### src/rtl/comb_share_arbiter.sv
// comb_share_arbiter
// Round-robin arbiter that time-shares one single-cycle combinational
// resource among N requesters. The granted requester's operand is muxed
// onto `a`, and the resource's answer `b` is registered on `dout` together
// with the index of the requester that produced it.

module comb_share_arbiter #(
    parameter int N        = 4,
    parameter int W        = 1,
    parameter int MAX_HOLD = 4,
    localparam int IW      = (N > 1) ? $clog2(N) : 1,
    localparam int HW      = (MAX_HOLD > 1) ? $clog2(MAX_HOLD) : 1
) (
    input  logic            clk,
    input  logic            rst,
    input  logic [N-1:0]    req,
    input  logic [N*W-1:0]  din,
    output logic [N-1:0]    gnt,
    output logic [W-1:0]    a,
    input  logic [W-1:0]    b,
    output logic [W-1:0]    dout,
    output logic            dout_valid,
    output logic [IW-1:0]   dout_id
);

    typedef enum logic {
        IDLE  = 1'b0,
        GRANT = 1'b1
    } state_t;

    state_t         state;
    logic [IW-1:0]  last;
    logic [HW-1:0]  hold;

    logic [IW-1:0]  holder;
    logic [IW-1:0]  sel_base;
    logic           sel_found;
    logic [IW-1:0]  sel_idx;
    logic [N-1:0]   sel_onehot;
    logic           hold_last;
    logic           holder_req;
    logic           release_now;

    // Encode the one-hot grant into the index of the current holder.
    always_comb begin
        holder = '0;
        for (int i = 0; i < N; i++) begin
            if (gnt[i]) begin
                holder = IW'(i);
            end
        end
    end

    // Round-robin search: first requesting index after the base, wrapping
    // modulo N, so the base itself (the former holder) is tried last.
    // While granting, the base is the holder because a release makes it
    // the new `last` on the same edge.
    always_comb begin
        int            cand;
        logic [IW-1:0] cand_idx;
        cand       = 0;
        cand_idx   = '0;
        sel_found  = 1'b0;
        sel_idx    = '0;
        sel_onehot = '0;
        sel_base   = (state == GRANT) ? holder : last;
        for (int k = N; k >= 1; k--) begin
            cand     = (int'(sel_base) + k) % N;
            cand_idx = IW'(cand);
            if (req[cand_idx]) begin
                sel_found = 1'b1;
                sel_idx   = cand_idx;
            end
        end
        if (sel_found) begin
            sel_onehot[sel_idx] = 1'b1;
        end
    end

    // Release happens when the holder drops its request or uses its last
    // allowed consecutive cycle.
    always_comb begin
        holder_req  = req[holder];
        hold_last   = (hold == HW'(MAX_HOLD - 1));
        release_now = !holder_req || hold_last;
    end

    // Operand mux: only the granted requester's slice reaches the resource;
    // the all-zero grant of IDLE drives zero.
    always_comb begin
        a = '0;
        for (int i = 0; i < N; i++) begin
            if (gnt[i]) begin
                a = din[i*W +: W];
            end
        end
    end

    // Arbitration FSM with registered grant and captured result.
    always_ff @(posedge clk or posedge rst) begin
        if (rst) begin
            state      <= IDLE;
            gnt        <= '0;
            last       <= IW'(N - 1);
            hold       <= '0;
            dout       <= '0;
            dout_valid <= 1'b0;
            dout_id    <= '0;
        end else begin
            case (state)
                IDLE: begin
                    dout_valid <= 1'b0;
                    if (sel_found) begin
                        gnt   <= sel_onehot;
                        hold  <= '0;
                        state <= GRANT;
                    end
                end
                GRANT: begin
                    if (holder_req) begin
                        dout       <= b;
                        dout_id    <= holder;
                        dout_valid <= 1'b1;
                    end else begin
                        dout_valid <= 1'b0;
                    end
                    if (release_now) begin
                        last <= holder;
                        hold <= '0;
                        if (sel_found) begin
                            gnt <= sel_onehot;
                        end else begin
                            gnt   <= '0;
                            state <= IDLE;
                        end
                    end else begin
                        hold <= hold + HW'(1);
                    end
                end
                default: begin
                    state      <= IDLE;
                    gnt        <= '0;
                    dout_valid <= 1'b0;
                end
            endcase
        end
    end

endmodule

### config.mk
export PLATFORM = sky130hd
export DESIGN_NAME = comb_share_arbiter
export DESIGN_NICKNAME = d
export VERILOG_FILES = /design/src/rtl/comb_share_arbiter.sv
export SDC_FILE = /design/constraint.sdc
export NUM_CORES = 1
export LEC_CHECK = 0
export ABC_AREA = 0
export CAP_MARGIN = 30
export CORE_MARGIN = 2
export CORE_UTILIZATION = 46
export DETAILED_ROUTE_END_ITERATION = 6
export GPL_ROUTABILITY_DRIVEN = 0
export PLACE_DENSITY = 0.82
export REMOVE_ABC_BUFFERS = 1
export SYNTH_ARGS = -nofsm -noshare
export SYNTH_HDL_FRONTEND = slang
export SYNTH_SLANG_ARGS = --single-unit
### constraint.sdc
create_clock -name clk -period 2.3 [get_ports clk]
set_input_delay 0.345 -clock clk [delete_from_list [all_inputs] [get_ports clk]]
set_output_delay 0.345 -clock clk [all_outputs]
set_load 0.005 [all_outputs]
==> run metrics, run 1 <==
Period Utilization, post-route=between 90% and 100%; post-route cell area=980 µm²; Synthesis Warnings=0; crit-path cells=nand3b_1, a21oi_1, a21oi_1, o21ai_0, clkdlybuf4s50_1; Reg2Reg Depth=4; placed cell count=110; Layout area overhead=29.0%; port bufs=19; count leader, synth=dfrtp_1; Vias per Instance=roughly 6.1; initial antenna violation count=0; library cells used by synthesis=36; Worst path most repeated cell=a21oi_1; class of the most critical setup path=reg -> out; Final Hold Fails=0; non-filler cells, final=between 100 and 150; post-route ant nets=0; CP Max Fanout=7; starting density of the core=between 40 and 50%; Clock transition at path regs=about 0.080 ns; Leak=around 0.41 nW; Post-Syn Instances=77; multi-input combinational cell area=382 µm²; Synth Register Bits=13; Synth top cells by count=dfrtp_1, inv_1, nand2_1; Worst Max-Slew Pin Slew=0.586 ns; CTS tree=yes; total CTS buffers=3; register-to-register setup slack=between 0.5 and 0.6 ns; vias in the first global route=approximately 710; Hold Buf Count CTS=0; die area=roughly 2000 µm²; total number of vias=slightly below 700; WL final=around 1700 µm; Die Width=~45 µm; Post-synth top flop=dfrtp_1; Max VDD drop=~0.64 mV; Worst EP arrival=1.81 ns; setup_tns=0 ns; DP Wirelength=between 1000 and 1500 µm; io pins=20; CTS Buffer Depth=2; largest net degree at the start of global routing=14; largest stage delay on the critical path=a little over 0.5 ns; Placeable Area=1520 µm²; register area share after synthesis=a little over two fifths; root buf cell=clkbuf_4; fin nets=between 100 and 150; fmax=between 400 and 500 MHz; Initial DRT Pass Iterations=4; area leader, netlist=dfrtp_1; Post-CTS Setup Bufs=0; Mapped Area=759 µm²; Rows=14; Syn Area/Cell=about 9.9 µm²; CP Capture Type=output port; gr ovfl total=0; Slowest cell on crit path=clkdlybuf4s50_1; All-Layer GR Usage=between 10% and 20%; Die Span Y=44.6 µm; Final setup viols=0; Antenna Cells=0; min cycle time layout=roughly 2.2 ns; Slew Viols, Final=0; clock latency on the worst-skew pair=about 0.28 ns; Post-DP Area=953 µm²; CTS sink count=13; drc violations=0; pwr/cell area=approximately 1100 nW/µm²; Starting DRT DRC Count=19; first-pass GRT wire length=approximately 2900 µm; Critical Path RT=roughly 2.0 ns; Max-cap violations=0; Worst Hold Class=in -> async; ys async rst share=100%; largest cells by area after synthesis=dfrtp_1, dfstp_2, o32ai_1; status=complete, no violations; slew margin rel.=between 60% and 70%; DR WL/cell=14.5 µm; Synth top area share=a little over a third; Setup crit start kind=flop; clk_skew=between 0.0005 and 0.0006 ns; RSZ-0062 raised after global routing=false; H-tree depth=1; FF+latch area=roughly 330 µm²; layout cell share with drive strength beyond 1=around an eighth; PostCTS Resize Cnt=0; fillers=approximately 130; Post-synth EDFFs=0
## state kept, by name (all words and copies together) (netlist names)
name        cells
dout_id         2
last            2
gnt             4
hold            2
dout_valid      1
state           1
dout            1
## cells in the final DEF (no fill, tap or decap), types with 2 or more instances in the layout
master and instances:
o31ai_1 2, mux2_2 3, a21oi_1 3, dfstp_2 2, nor2b_1 2, mux2i_1 2
nor2_1 5, o311a_1 2, o32ai_1 4, nand2_1 7, dfrtp_1 11, clkdlybuf4s50_1 19
o21ai_0 3, inv_1 8, clkbuf_4 3
## final timing paths
| check | startpoint | end |
|---|---|---|
| worst max-delay path | gnt[1] | a |
| min in group clk | hold[1] | hold[1] |
| worst min-delay path | rst | dout_valid |
| worst max register to register | gnt[3] | gnt[3] |
| max in group asynchronous | rst | last[0] |
| worst min register to register | hold[1] | hold[1] |
## area by class of cell
type,count,share of cell area [%]
timing repair buffer,19,19.4
inverter,9,3.45
sequential,13,33.5
tap,16,2.04
clock buffer,4,2.68
multi-input combinational,53,39.0
## power breakdown
part	internal, W	switching [W]	total, W
registers	0.000335	0.0000869	0.000422
clock network	0.0000673	0.0000732	0.000141
logic	0.000311	0.000251	0.000561
total	0.000713	0.000411	0.00112
## worst max-delay path: cells and delay by family, from the launching register on
kind / cells / cell delay, ns
AOI/OAI and AO/OA: 3 / 0.33
buffers and inverters: 1 / 0.51
DFF: 1 / 0.47
and+or+nand+nor: 1 / 0.20
## cells by family after synthesis
| family | Yosys count | share of synthesized area, % |
|---|---|---|
| compound gates | 25 | 26.2 |
| fa+ha+maj | 1 | 1.65 |
| buf+inv | 11 | 6.59 |
| flops | 13 | 43.2 |
| mux | 5 | 7.08 |
| simple gates | 22 | 15.3 |
## routing by layer
layer | global-route usage (%) | share of wire [%] | up-vias
li1 | - | - | 334
met1 | 23.6 | 43 | 332
met2 | 33.0 | 49 | 27
met3 | 3.67 | 7.3 | 2
met4 | 10.3 | 0.60 | 0
met5 | 0 | 0 | -
## through the flow
step	hold slack (ns)	total power (W)	util (%)	worst slack, ns
after floorplan	0.221	0.000748	-	0.689
after global placement	0.481	0.000968	62.6	0.221
after detailed placement	0.489	0.000988	62.6	0.170
after CTS	0.385	0.00113	64.3	0.152
after global routing	0.442	0.00121	64.3	0.0630
final	0.372	0.00112	64.3	0.150
Power figures use the tool's default switching activity.
==> run 2, diff against run 1 <==
ABC_CLOCK_PERIOD_IN_PS = 2300   (was default)
GPL_TIMING_DRIVEN = 0   (was default)
==> run 2 against run 1 <==
  * Via count rose by 0.72%
  * Worst setup slack better by 0.033 ns
  * Worst hold slack gained 0.023 ns
  * Total power fell by 0.29%
  * Die area stayed put
  * Sequential cell count is the same
  * Count of clock-buffer cells in the layout stayed put
  * Clock power about the same
==> run metrics, run 2 (synthesis gave the netlist of run 1 again) <==
Critical Path RT=1.96 ns (about the same); status=complete, no violations (unchanged); Hold Buf Count CTS=0 (unchanged); r2r endpoint=gnt[3] (unchanged); io pins=20 (unchanged); Worst EP arrival=1.77 ns (was 1.81 ns); Starting DRT DRC Count=20 (was 19); Antenna Cells=0 (unchanged); fmax=472 MHz (was 465 MHz); most frequent cells in the layout=clkdlybuf4s50_1, dfrtp_1, inv_1, nand2_1, nor2_1 (unchanged); slew margin rel.=65.5% (was 60.4%); CP Max Fanout=7 (unchanged); post-route ant nets=0 (unchanged); WL final=1660 µm (about the same); Setup crit start kind=flop (unchanged); RSZ-0062 raised after global routing=false (unchanged); Fin Hold WS=0.396 ns (was 0.372 ns); initial antenna violation count=0 (unchanged); non-filler cells, final=114 (unchanged); register-to-register setup slack=0.56 ns (was 0.52 ns); total CTS buffers=3 (unchanged); drc violations=0 (unchanged); die area=1990 µm² (unchanged); Final Hold Fails=0 (unchanged); root buf cell=clkbuf_4 (unchanged); Max-cap violations=0 (unchanged); Slew Viols, Final=0 (unchanged); Worst Hold Class=in -> async (unchanged); Placeable Area=1520 µm² (unchanged); Final setup viols=0 (unchanged); CP Capture Type=output port (unchanged); Worst Setup SP=gnt[1] (unchanged); pwr/cell area=1140 nW/µm² (was 1150 nW/µm²); PostCTS Resize Cnt=0 (unchanged); Reg2Reg Depth=4 (unchanged); Post-CTS Setup Bufs=0 (unchanged); Clock transition at path regs=0.08 ns (about the same); Top reg by flops=gnt (unchanged); multi-input combinational cell area=382 µm² (unchanged); largest net degree at the start of global routing=14 (unchanged); All-Layer GR Usage=19.6% (about the same); FF+latch area=328 µm² (unchanged); gr ovfl total=0 (unchanged); Setup WS post-layout=0.182 ns (was 0.150 ns); layout cell share with drive strength beyond 1=12.2% (unchanged); vias in the first global route=637 (was 712); port bufs=19 (unchanged); DP Wirelength=1230 µm (was 1270 µm); Worst Max-Slew Pin Slew=0.511 ns (was 0.586 ns); min cycle time layout=2.12 ns (was 2.15 ns); fin nets=111 (unchanged); H-tree depth=1 (unchanged); Leak=0.408 nW (unchanged); r2r startpoint=gnt[3] (unchanged); CTS Buffer Depth=2 (unchanged); CTS sink count=13 (unchanged); clk_skew=0.00250 ns (was 0.000508 ns); fillers=116 (was 132); Die Span Y=44.6 µm (unchanged); max FFs per register=4 (unchanged); worst setup path end=a (unchanged); starting density of the core=49.8% (unchanged); pre-CTS setup slack=0.171 ns (was 0.170 ns); setup_tns=0 ns (unchanged); Vias per Instance=6.14 (was 6.10); Initial DRT Pass Iterations=4 (unchanged); Die Width=44.6 µm (unchanged); total number of vias=700 (was 695); Max VDD drop=0.557 mV (was 0.642 mV); placed cell count=110 (unchanged); clock latency on the worst-skew pair=0.28 ns (about the same); Rows=14 (unchanged); CTS tree=yes (unchanged); most common cell after layout, fill and taps aside=clkdlybuf4s50_1 (unchanged); DR WL/cell=14.6 µm (was 14.5 µm); Period Utilization, post-route=92.1% (was 93.5%); first-pass GRT wire length=2750 µm (was 2860 µm); class of the most critical setup path=reg -> out (unchanged); Layout area overhead=29.0% (unchanged)
[run 2: cell counts in the layout (fill, tap and decap cells not counted)]
Identical to the previous run, type by type.
[run 2: cell type report]
class | instances | area share, %
multi-input combinational | 53 | 39.0
sequential | 13 | 33.5
tap | 16 | 2.04
timing repair buffer | 19 | 19.4
inverter | 9 | 3.45
clock buffer | 4 | 2.68
[run 2: worst max-delay path, cell delays in order, from the launching register on]
cell             delay [ns]
dfrtp_1                0.46
nand3b_1               0.19
a21oi_1                0.14
a21oi_1                0.05
o21ai_0                0.14
clkdlybuf4s50_1        0.52
[run 2: stage by stage]
stage	instance area, µm²	utilization (%)	total power, W
2_1_floorplan	743	-	0.000748
3_3_place_gp	953	62.6	0.000967
3_5_place_dp	953	62.6	0.000982
4_1_cts	980	64.3	0.00112
5_1_grt	980	64.3	0.00121
6_report	980	64.3	0.00112
[run 2: how the worst min path moves through the flow]
| stage | slack (ns) | endpoint |
|---|---|---|
| after detailed placement | 0.47 | dout_id[1] |
| after global routing | 0.46 | dout_valid |
| after CTS | 0.41 | dout_valid |
| final | 0.40 | dout_valid |
| after floorplan | 0.22 | dout |
| after global placement | 0.47 | dout_id[1] |
[run 2: per-layer routing]
metal  vias up  GRT usage, %  routed length (µm)
li1        336             -                   -
met1       332          25.5                 766
met2        28          29.9                 739
met3         4          4.49                 121
met4         0          10.9                  38
met5         -             0                   0
[run 2: report_power, final]
part	internal, W	switching (W)
clock	0.0000673	0.0000730
sequential	0.000335	0.0000827
combinational	0.000311	0.000251
total	0.000714	0.000407
